**src/rtl/wb_burst_master.sv**
```systemverilog
// Wishbone classic burst master: one core request becomes a single bus cycle of
// 1..MAX_BURST word beats on incrementing addresses, with retry, error and timeout handling.
module wb_burst_master #(
  parameter int MAX_BURST   = 8,
  parameter int RETRY_LIMIT = 3,
  parameter int TIMEOUT     = 255,
  parameter int TAGSIZE     = 2
) (
  input  logic                           clk_i,
  input  logic                           rst_i,
  input  logic                           req_i,
  input  logic                           we_i,
  input  logic [31:0]                    addr_i,
  input  logic [3:0]                     sel_i,
  input  logic [$clog2(MAX_BURST):0]     len_i,
  input  logic [31:0]                    wdata_i,
  output logic                           wdata_ack_o,
  output logic [31:0]                    rdata_o,
  output logic                           rdata_valid_o,
  output logic                           busy_o,
  output logic                           done_o,
  output logic                           err_o,
  output logic [31:0]                    wb_adr_o,
  output logic [31:0]                    wb_dat_o,
  output logic [3:0]                     wb_sel_o,
  output logic                           wb_we_o,
  output logic                           wb_cyc_o,
  output logic                           wb_stb_o,
  output logic [TAGSIZE-1:0]             wb_tga_o,
  output logic [TAGSIZE-1:0]             wb_tgd_o,
  output logic [TAGSIZE-1:0]             wb_tgc_o,
  input  logic [31:0]                    wb_dat_i,
  input  logic                           wb_ack_i,
  input  logic                           wb_err_i,
  input  logic                           wb_rty_i,
  input  logic [TAGSIZE-1:0]             wb_tgd_i
);
  localparam int LW = $clog2(MAX_BURST) + 1;
  localparam int RW = (RETRY_LIMIT > 0) ? $clog2(RETRY_LIMIT + 1) : 1;
  localparam int TW = (TIMEOUT > 0) ? $clog2(TIMEOUT + 1) : 1;

  typedef enum logic [1:0] {IDLE, BUS, RETRY} state_t;

  state_t        state_q, state_d;
  logic [LW-1:0] beat_q, beat_d, len_q, len_d, len_clamped;
  logic [RW-1:0] retry_q, retry_d;
  logic [TW-1:0] tmo_q, tmo_d;
  logic [31:0]   adr_q, adr_d, rdata_q, rdata_d;
  logic [3:0]    sel_q, sel_d;
  logic          we_q, we_d;
  logic          done_q, done_d, err_q, err_d, rvalid_q, rvalid_d;
  logic          unused_tgd;

  assign unused_tgd = ^wb_tgd_i;

  always_comb begin
    len_clamped = len_i;
    if (len_i == '0) len_clamped = LW'(1);
    else if (len_i > LW'(MAX_BURST)) len_clamped = LW'(MAX_BURST);
  end

  always_comb begin
    state_d  = state_q;
    beat_d   = beat_q;
    len_d    = len_q;
    retry_d  = retry_q;
    tmo_d    = tmo_q;
    adr_d    = adr_q;
    sel_d    = sel_q;
    we_d     = we_q;
    rdata_d  = rdata_q;
    done_d   = 1'b0;
    err_d    = 1'b0;
    rvalid_d = 1'b0;
    case (state_q)
      IDLE: begin
        if (req_i) begin
          state_d = BUS;
          we_d    = we_i;
          adr_d   = {addr_i[31:2], 2'b00};
          sel_d   = sel_i;
          len_d   = len_clamped;
          beat_d  = '0;
          retry_d = '0;
          tmo_d   = '0;
        end
      end
      BUS: begin
        // Response priority: err > ack > rty > timeout.
        if (wb_err_i) begin
          state_d = IDLE;
          done_d  = 1'b1;
          err_d   = 1'b1;
        end else if (wb_ack_i) begin
          if (!we_q) begin
            rdata_d  = wb_dat_i;
            rvalid_d = 1'b1;
          end
          beat_d  = beat_q + LW'(1);
          retry_d = '0;
          tmo_d   = '0;
          if (beat_q == len_q - LW'(1)) begin
            state_d = IDLE;
            done_d  = 1'b1;
          end else begin
            adr_d = adr_q + 32'd4;
          end
        end else if (wb_rty_i) begin
          if (retry_q == RW'(RETRY_LIMIT)) begin
            state_d = IDLE;
            done_d  = 1'b1;
            err_d   = 1'b1;
          end else begin
            retry_d = retry_q + RW'(1);
            tmo_d   = '0;
            state_d = RETRY;
          end
        end else if (TIMEOUT != 0 && tmo_q == TW'(TIMEOUT)) begin
          state_d = IDLE;
          done_d  = 1'b1;
          err_d   = 1'b1;
        end else begin
          tmo_d = tmo_q + TW'(1);
        end
      end
      RETRY: state_d = BUS;
      default: state_d = IDLE;
    endcase
  end

  always_ff @(posedge clk_i or posedge rst_i) begin
    if (rst_i) begin
      state_q  <= IDLE;
      beat_q   <= '0;
      len_q    <= '0;
      retry_q  <= '0;
      tmo_q    <= '0;
      adr_q    <= '0;
      sel_q    <= '0;
      we_q     <= 1'b0;
      rdata_q  <= '0;
      done_q   <= 1'b0;
      err_q    <= 1'b0;
      rvalid_q <= 1'b0;
    end else begin
      state_q  <= state_d;
      beat_q   <= beat_d;
      len_q    <= len_d;
      retry_q  <= retry_d;
      tmo_q    <= tmo_d;
      adr_q    <= adr_d;
      sel_q    <= sel_d;
      we_q     <= we_d;
      rdata_q  <= rdata_d;
      done_q   <= done_d;
      err_q    <= err_d;
      rvalid_q <= rvalid_d;
    end
  end

  // Core write stream: wdata_i is the head word, wdata_ack_o pops it on an accepted (non-err) write beat.
  assign wdata_ack_o   = wb_ack_i & ~wb_err_i & wb_cyc_o & wb_stb_o & we_q;
  assign wb_dat_o      = (state_q == BUS && we_q) ? wdata_i : 32'd0;
  assign wb_cyc_o      = (state_q != IDLE);
  assign wb_stb_o      = (state_q == BUS);
  assign wb_adr_o      = adr_q;
  assign wb_sel_o      = sel_q;
  assign wb_we_o       = we_q;
  assign wb_tga_o      = '0;
  assign wb_tgd_o      = '0;
  assign wb_tgc_o      = '0;
  assign busy_o        = (state_q != IDLE);
  assign done_o        = done_q;
  assign err_o         = err_q;
  assign rdata_o       = rdata_q;
  assign rdata_valid_o = rvalid_q;
endmodule

```
**config.mk**
```make
export PLATFORM = sky130hd
export DESIGN_NAME = wb_burst_master
export DESIGN_NICKNAME = d
export VERILOG_FILES = /design/src/rtl/wb_burst_master.sv
export SDC_FILE = /design/constraint.sdc
export NUM_CORES = 1
export LEC_CHECK = 0
export ABC_AREA = 1
export CAP_MARGIN = 15
export CORE_MARGIN = 3
export CORE_UTILIZATION = 44
export CTS_CLUSTER_SIZE = 14
export DETAILED_ROUTE_END_ITERATION = 8
export HOLD_SLACK_MARGIN = 0.02
export PLACE_DENSITY = 0.9
export SLEW_MARGIN = 20
export SYNTH_ARGS = -nofsm -noshare
export SYNTH_HDL_FRONTEND = slang
export SYNTH_SLANG_ARGS = --single-unit
export TNS_END_PERCENT = 30
```
**constraint.sdc**
```tcl
create_clock -name clk_i -period 3.3 [get_ports clk_i]
set_clock_uncertainty 0.05 [all_clocks]
set_input_delay 0.495 -clock clk_i [delete_from_list [all_inputs] [get_ports clk_i]]
set_output_delay 0.495 -clock clk_i [all_outputs]
set_load 0.1 [all_outputs]
```
==> results.py, run 1 <==
metrics = {
    "status": {
        "run_status": "finished clean",
    },
    "timing": {
        "fin_tns_setup_ns": 0,
        "maxSlewViolCount": 0,
        "fmax_mhz": 350.8,
        "max_slew.worst_pin.slew_ns": 0.9887,
        "rsz0062_at_grt": "false",
        "slew_headroom_pct": 33.88,
        "fin_crit_ns": 2.850,
        "finalSetupViolCount": 0,
        "finalCritPeriodShare_pct": 86.38,
        "hold_viol_final": 0,
    },
    "placement": {
        "gp_congestion": 0.8912,
        "dp_hpwl_mm": 12.79,
        "io_buffers": 214,
    },
    "global_routing": {
        "grt_pass1_vias": 5667,
        "grt_overflow_total": 0,
        "grt_antenna_before_repair": 0,
        "grt_max_degree": 54,
        "grt.total_usage_pct": 24.34,
        "grt_pass1_wl_mm": 26.33,
    },
    "routing": {
        "drc": 0,
        "drt-initial-drc-count": 328,
        "vias": 5898,
        "drt-vias-per-instance": 4.994,
        "finalWirelength_mm": 16.71,
        "antenna_left": 0,
        "routedWlPerCell_um": 14.15,
        "drtPass1Iterations": 5,
    },
    "synthesis": {
        "synth-seq-cells": 90,
        "ys_types": 31,
        "synth.top_cell.area_share_pct": 41.58,
        "yosysWarnings": 0,
        "synthCells": 828,
        "yosysTopAreaCell": "dfrtp_1",
        "syn-cell-area_um2": 5416,
        "syn_avg_cell_area_um2": 6.542,
        "synth-seq-area-share_pct": 41.58,
        "netlist_top_cells_area": "dfrtp_1 42%, nand2_1 25%, nor2_1 8.7%",
    },
    "cts": {
        "ctsHtreeMaxLevel": 3,
        "cts_buffers": 9,
        "clkSlewWorstSetupHoldPaths_ns": 0.07,
        "cts_sinks": 90,
        "postCtsSetupBuffers": 0,
        "clock_latency_ns": 0.35,
        "cts_hold_repair.buffers": 0,
        "cts_resized": 0,
        "cts_root_buffer": "clkbuf_16",
        "clockBufferDepth": 2,
        "cts_tree": "yes",
    },
    "worst_setup_path": {
        "critPathSlowestCell": "inv_2",
        "cp_max_fo": 32,
        "critPathArrivalTime_ns": 2.31,
        "endpoint_kind": "primary output",
        "path_common_cell": "inv_2",
        "startpoint_type": "flip-flop",
        "reg2reg_setup_slack_ns": 0.99,
        "crit_buf_inv": 4,
        "cp_slowest_stage_delay_ns": 0.39,
        "critPathTopFamily": "buffers and inverters",
        "cp_cell_sequence": "inv_2 -> nand2_2 -> inv_2 -> nand2_1 -> buf_4 -> nor2_1 -> buf_12",
        "crit_required_ns": 2.75,
        "critical_path_class": "reg2out",
    },
    "cells_and_area": {
        "fin_nets": 1151,
        "drive_above_1_share_pct": 11.85,
        "nFillCells": 948,
        "syn_to_final_growth_pct": 49.48,
        "diodes": 0,
    },
    "floorplan": {
        "die_y_um": 117.0,
        "dieArea_um2": 13680,
        "start_util_pct": 46.25,
        "num_rows": 39,
        "dieWidth_um": 117.0,
        "coreArea_um2": 11710,
        "ios": 227,
    },
    "hold_path": {
        "holdCritPathClass": "reg2reg",
    },
    "flow_run": {
        "drv_cap": 0,
    },
}
-- tightest hold or removal path, stage by stage, from the launching register on --
cell and delay (ns):
dfrtp_1 0.35, nand2_1 0.05, nand2_1 0.04
-- layout make-up --
type | count | area, um^2 | area share, %
multi-input cells | 620 | 2645 | 32.67
repair buffers | 218 | 2380 | 29.39
clock inverters | 6 | 47.55 | 0.5872
well taps | 143 | 178.9 | 2.210
clock buffers | 10 | 239.0 | 2.952
inverters | 94 | 354.1 | 4.373
flip-flops and latches | 90 | 2252 | 27.82
-- cell families after synthesis --
logic type                 share of synthesized area [%]
and+or+nand+nor                                    42.64
buffers and inverters                              10.07
DFF                                                41.58
AOI/OAI and AO/OA                                  4.158
adders and majority gates                          1.155
xor gates and xnor gates                          0.3235
other                                            0.06923
-- synthesized netlist by cell type (all sizes together) --
| cell | instances |
|---|---|
| or2 | 2 |
| inv | 94 |
| conb | 1 |
| nand2 | 361 |
| a21boi | 1 |
| a21oi | 4 |
| nor3 | 4 |
| buf | 26 |
| xor2 | 1 |
| nor2 | 131 |
| xnor2 | 1 |
| nand3b | 15 |
| o21bai | 1 |
| dfrtp | 90 |
| nand3 | 47 |
| clkbuf | 5 |
| o21ai | 31 |
| nand4 | 4 |
| o221ai | 1 |
| ha | 5 |
| o22ai | 3 |
-- path summary, 6_finish.rpt --
check | cells past startpoint | startpoint | end
worst max-delay path | 7 | state_q[1] | wb_dat_o[13]
worst min-delay path | 2 | rdata_o[24] | rdata_o[24]
worst max register to register | 8 | state_q[1] | wb_adr_o[4]
worst min register to register | 2 | rdata_o[24] | rdata_o[24]
max in group asynchronous | 3 | rst_i | len_q[3]
min in group asynchronous | 2 | rst_i | wb_adr_o[23]
-- layer usage --
| layer | vias up | routed length (um) | share of wire (%) | GRT usage [%] |
|---|---|---|---|---|
| met4 | 0 | 527 | 3.2 | 10.40 |
| met5 | - | 0 | 0 | 0 |
| met3 | 44 | 1387 | 8.3 | 7.866 |
| met2 | 262 | 8564 | 51 | 42.78 |
| met1 | 2673 | 6226 | 37 | 27.02 |
| li1 | 2919 | - | - | - |
-- flip-flops by register name, summed over array words and instances (netlist names) --
| register | flops |
|---|---|
| state_q | 2 |
| wb_sel_o | 4 |
| rdata_valid_o | 1 |
| rdata_o | 32 |
| wb_we_o | 1 |
| wb_adr_o | 30 |
| retry_q | 2 |
| len_q | 4 |
| tmo_q | 8 |
| done_o | 1 |
| beat_q | 4 |
| err_o | 1 |
-- stage by stage --
stage          instance area (um^2)  worst slack (ns)  hold slack (ns)  std cells  util [%]
5_1_grt                        8097            0.2542           0.4528       1181     69.13
2_1_floorplan                  5443           0.02907           0.4070        835         -
4_1_cts                        8097            0.4118           0.4245       1181     69.13
3_3_place_gp                   7810            0.8125           0.4036       1165     66.69
6_report                       8097            0.4495           0.4224       1181     69.13
3_5_place_dp                   7810            0.7921           0.4076       1165     66.69
-- layout by cell type (no fill, tap or decap) --
| cell type | n |
|---|---|
| clkbuf_16 | 9 |
| clkbuf_8 | 1 |
| nand4_1 | 4 |
| nand2_1 | 358 |
| nand2_4 | 1 |
| nand3_1 | 46 |
| dfrtp_1 | 90 |
| clkdlybuf4s50_1 | 132 |
| inv_6 | 3 |
| conb_1 | 8 |
| o21ai_0 | 12 |
| xor2_1 | 1 |
| buf_4 | 53 |
| inv_2 | 7 |
| or2_2 | 2 |
| nor3_1 | 4 |
| nand3_4 | 1 |
| xnor2_1 | 1 |
| ha_1 | 5 |
| o22ai_1 | 3 |
| a21boi_0 | 1 |
| o21ai_1 | 17 |
| nor2_1 | 126 |
| nor2_2 | 1 |
| o221ai_1 | 1 |
| nand3b_1 | 15 |
| clkinv_4 | 1 |
| a21oi_1 | 4 |
| nor2_4 | 4 |
| buf_12 | 33 |
| o21bai_1 | 1 |
| nand2_2 | 2 |
| clkinv_2 | 2 |
| o21ai_2 | 2 |
| inv_1 | 86 |
| clkinvlp_4 | 1 |
Power of run 1 is not shown: default switching activity piles up to over one toggle a cycle in this logic, so the estimate is an artifact.
==> inputs of run 2 (changes only) <==
Settings changed: GPL_TIMING_DRIVEN from default to 0, RECOVER_POWER from default to 100.
==> run 2 against run 1 <==
  * Largest cell class unchanged
  * The flow now finishes with violations (max-capacitance violations, max-slew violations)
  * Wire length up 0.14%
  * Utilization shrank 2.0 points
  * Non-clock buffer count rose by 28
  * Critical path type unchanged
==> results.py, run 2 (same netlist as run 1, synthesis figures left out) <==
metrics = {
    "floorplan": {
        "num_rows": 39,
        "dieArea_um2": 13680,
        "die_y_um": 117.0,
        "coreArea_um2": 11710,
        "ios": 227,
        "start_util_pct": 46.25,
        "dieWidth_um": 117.0,
    },
    "cts": {
        "cts_root_buffer": "clkbuf_16",
        "clockBufferDepth": 2,
        "clock_latency_ns": 0.34,
        "cts_sinks": 90,
        "ctsHtreeMaxLevel": 3,
        "cts_buffers": 9,
        "postCtsSetupBuffers": 0,
        "clkSlewWorstSetupHoldPaths_ns": 0.07,
        "cts_hold_repair.buffers": 0,
        "cts_tree": "yes",
    },
    "global_routing": {
        "grt_overflow_total": 0,
        "grt.total_usage_pct": 24.32,
        "grt_pass1_vias": 5659,
        "grt_pass1_wl_mm": 26.28,
        "grt_max_degree": 53,
        "grt_antenna_before_repair": 0,
    },
    "timing": {
        "hold_viol_final": 0,
        "finalCritPeriodShare_pct": 95.40,
        "fmax_mhz": 317.6,
        "fin_crit_ns": 3.148,
        "max_slew.worst_pin.slew_ns": 1.974,
        "rsz0062_at_grt": "false",
        "whs_ns": 0.4140,
        "maxSlewViolCount": 52,
        "finalSetupViolCount": 0,
        "slew_headroom_pct": -31.75,
    },
    "cells_and_area": {
        "layout_common_cells": "360 x nand2_1, 128 x nor2_1, 107 x clkdlybuf4s50_1",
        "fin_nets": 1179,
        "layout_commonest_cell": "nand2_1",
        "largest_reg_flops": 32,
        "drive_above_1_share_pct": 4.221,
        "postLayoutCoreUtil_pct": 67.17,
        "design_area_um2": 7866,
        "nFillCells": 1015,
        "syn_to_final_growth_pct": 45.23,
        "diodes": 0,
    },
    "routing": {
        "drt-vias-per-instance": 4.907,
        "drtPass1Iterations": 5,
        "drc": 0,
        "drt-initial-drc-count": 410,
        "finalWirelength_mm": 16.73,
        "routedWlPerCell_um": 13.84,
        "antenna_left": 0,
        "vias": 5933,
    },
    "worst_setup_path": {
        "r2r.worst_path.cells": 11,
        "reg2reg_to": "wb_adr_o[4]",
        "critPathTopFamily": "buffers and inverters",
        "crit_required_ns": 2.75,
        "critPathSlowestCell": "clkbuf_1",
        "crit_start": "state_q[1]",
        "endpoint": "wb_dat_o[23]",
        "critical_path_class": "reg2out",
        "startpoint_type": "flip-flop",
        "reg2reg_setup_slack_ns": 0.97,
        "crit-reg2reg-launch": "state_q[1]",
        "cp_max_fo": 10,
        "cp_cell_sequence": "inv_2 -> nand2_2 -> buf_6 -> inv_2 -> nand2_1 -> clkbuf_1 -> nor2_1 -> clkbuf_1",
        "crit_buf_inv": 5,
        "critPathArrivalTime_ns": 2.60,
        "endpoint_kind": "primary output",
        "worstSetupPathDepth": 8,
        "cp_slowest_stage_delay_ns": 0.89,
    },
    "placement": {
        "gp_congestion": 0.9255,
        "post_dp_cell_area_um2": 7786,
        "dp_hpwl_mm": 13.22,
        "io_buffers": 214,
    },
    "flow_run": {
        "drv_cap": 1,
    },
    "status": {
        "violations": "max-capacitance violations, max-slew violations",
        "run_status": "complete, but fails checks",
    },
    "hold_path": {
        "holdCritPathClass": "reg2reg",
    },
}
[run 2: worst min path at each step]
| stage | startpoint | endpoint | slack, ns | cells past startpoint |
|---|---|---|---|---|
| global placement | rdata_o[5] | rdata_o[5] | 0.40 | 2 |
| CTS | rdata_o[25] | rdata_o[25] | 0.42 | 2 |
| finish | rdata_o[25] | rdata_o[25] | 0.41 | 2 |
| floorplan | retry_q[1] | retry_q[1] | 0.41 | 2 |
| global route | rdata_o[13] | rdata_o[13] | 0.44 | 2 |
| detailed placement | rdata_o[25] | rdata_o[25] | 0.41 | 2 |
[run 2: cell type report]
cell class | count | area, um^2 | area share, %
multi-input cells | 620 | 2621 | 33.32
flip-flops and latches | 90 | 2252 | 28.63
repair buffers | 215 | 1982 | 25.19
inverters | 94 | 352.8 | 4.485
clock buffers | 11 | 252.7 | 3.213
well taps | 143 | 178.9 | 2.275
plain buffers | 31 | 166.4 | 2.115
clock inverters | 5 | 60.06 | 0.7635
[run 2: metal layers]
| metal | vias to the layer above | track usage, % | routed length (um) |
|---|---|---|---|
| li1 | 2975 | - | - |
| met1 | 2650 | 28.30 | 6374 |
| met3 | 47 | 8.226 | 1604 |
| met2 | 261 | 41.07 | 8153 |
| met5 | - | 0 | 0 |
| met4 | 0 | 10.17 | 598 |
[run 2: per-stage QoR]
stage,cells,setup TNS [ns],worst slack [ns]
finish,1209,0,0.1516
global route,1209,0,0.01032
CTS,1209,0,0.0008464
detailed placement,1193,0,0.01402
global placement,1192,-90.76,-1.014
floorplan,835,0,0.02907
[run 2: timing repair]
action / CTS / global route
pin swaps: 0 / 0
setup endpoints to repair: 31 / 1
resized for setup: 31 / 1
gates cloned: 0 / 0
[run 2: worst min-delay path, stage by stage (launching register included)]
cell	delay (ns)
dfrtp_1	0.34
nand2_1	0.05
nand2_1	0.04
Power of run 2 is left out for the same reason.
==> inputs of run 3 (changes only) <==
Settings changed: SLEW_MARGIN 20 to default.
==> results of run 3 <==
No change in the layout: final DEF, timing and power equal those of run 2.
Power of run 3 is left out for the same reason.
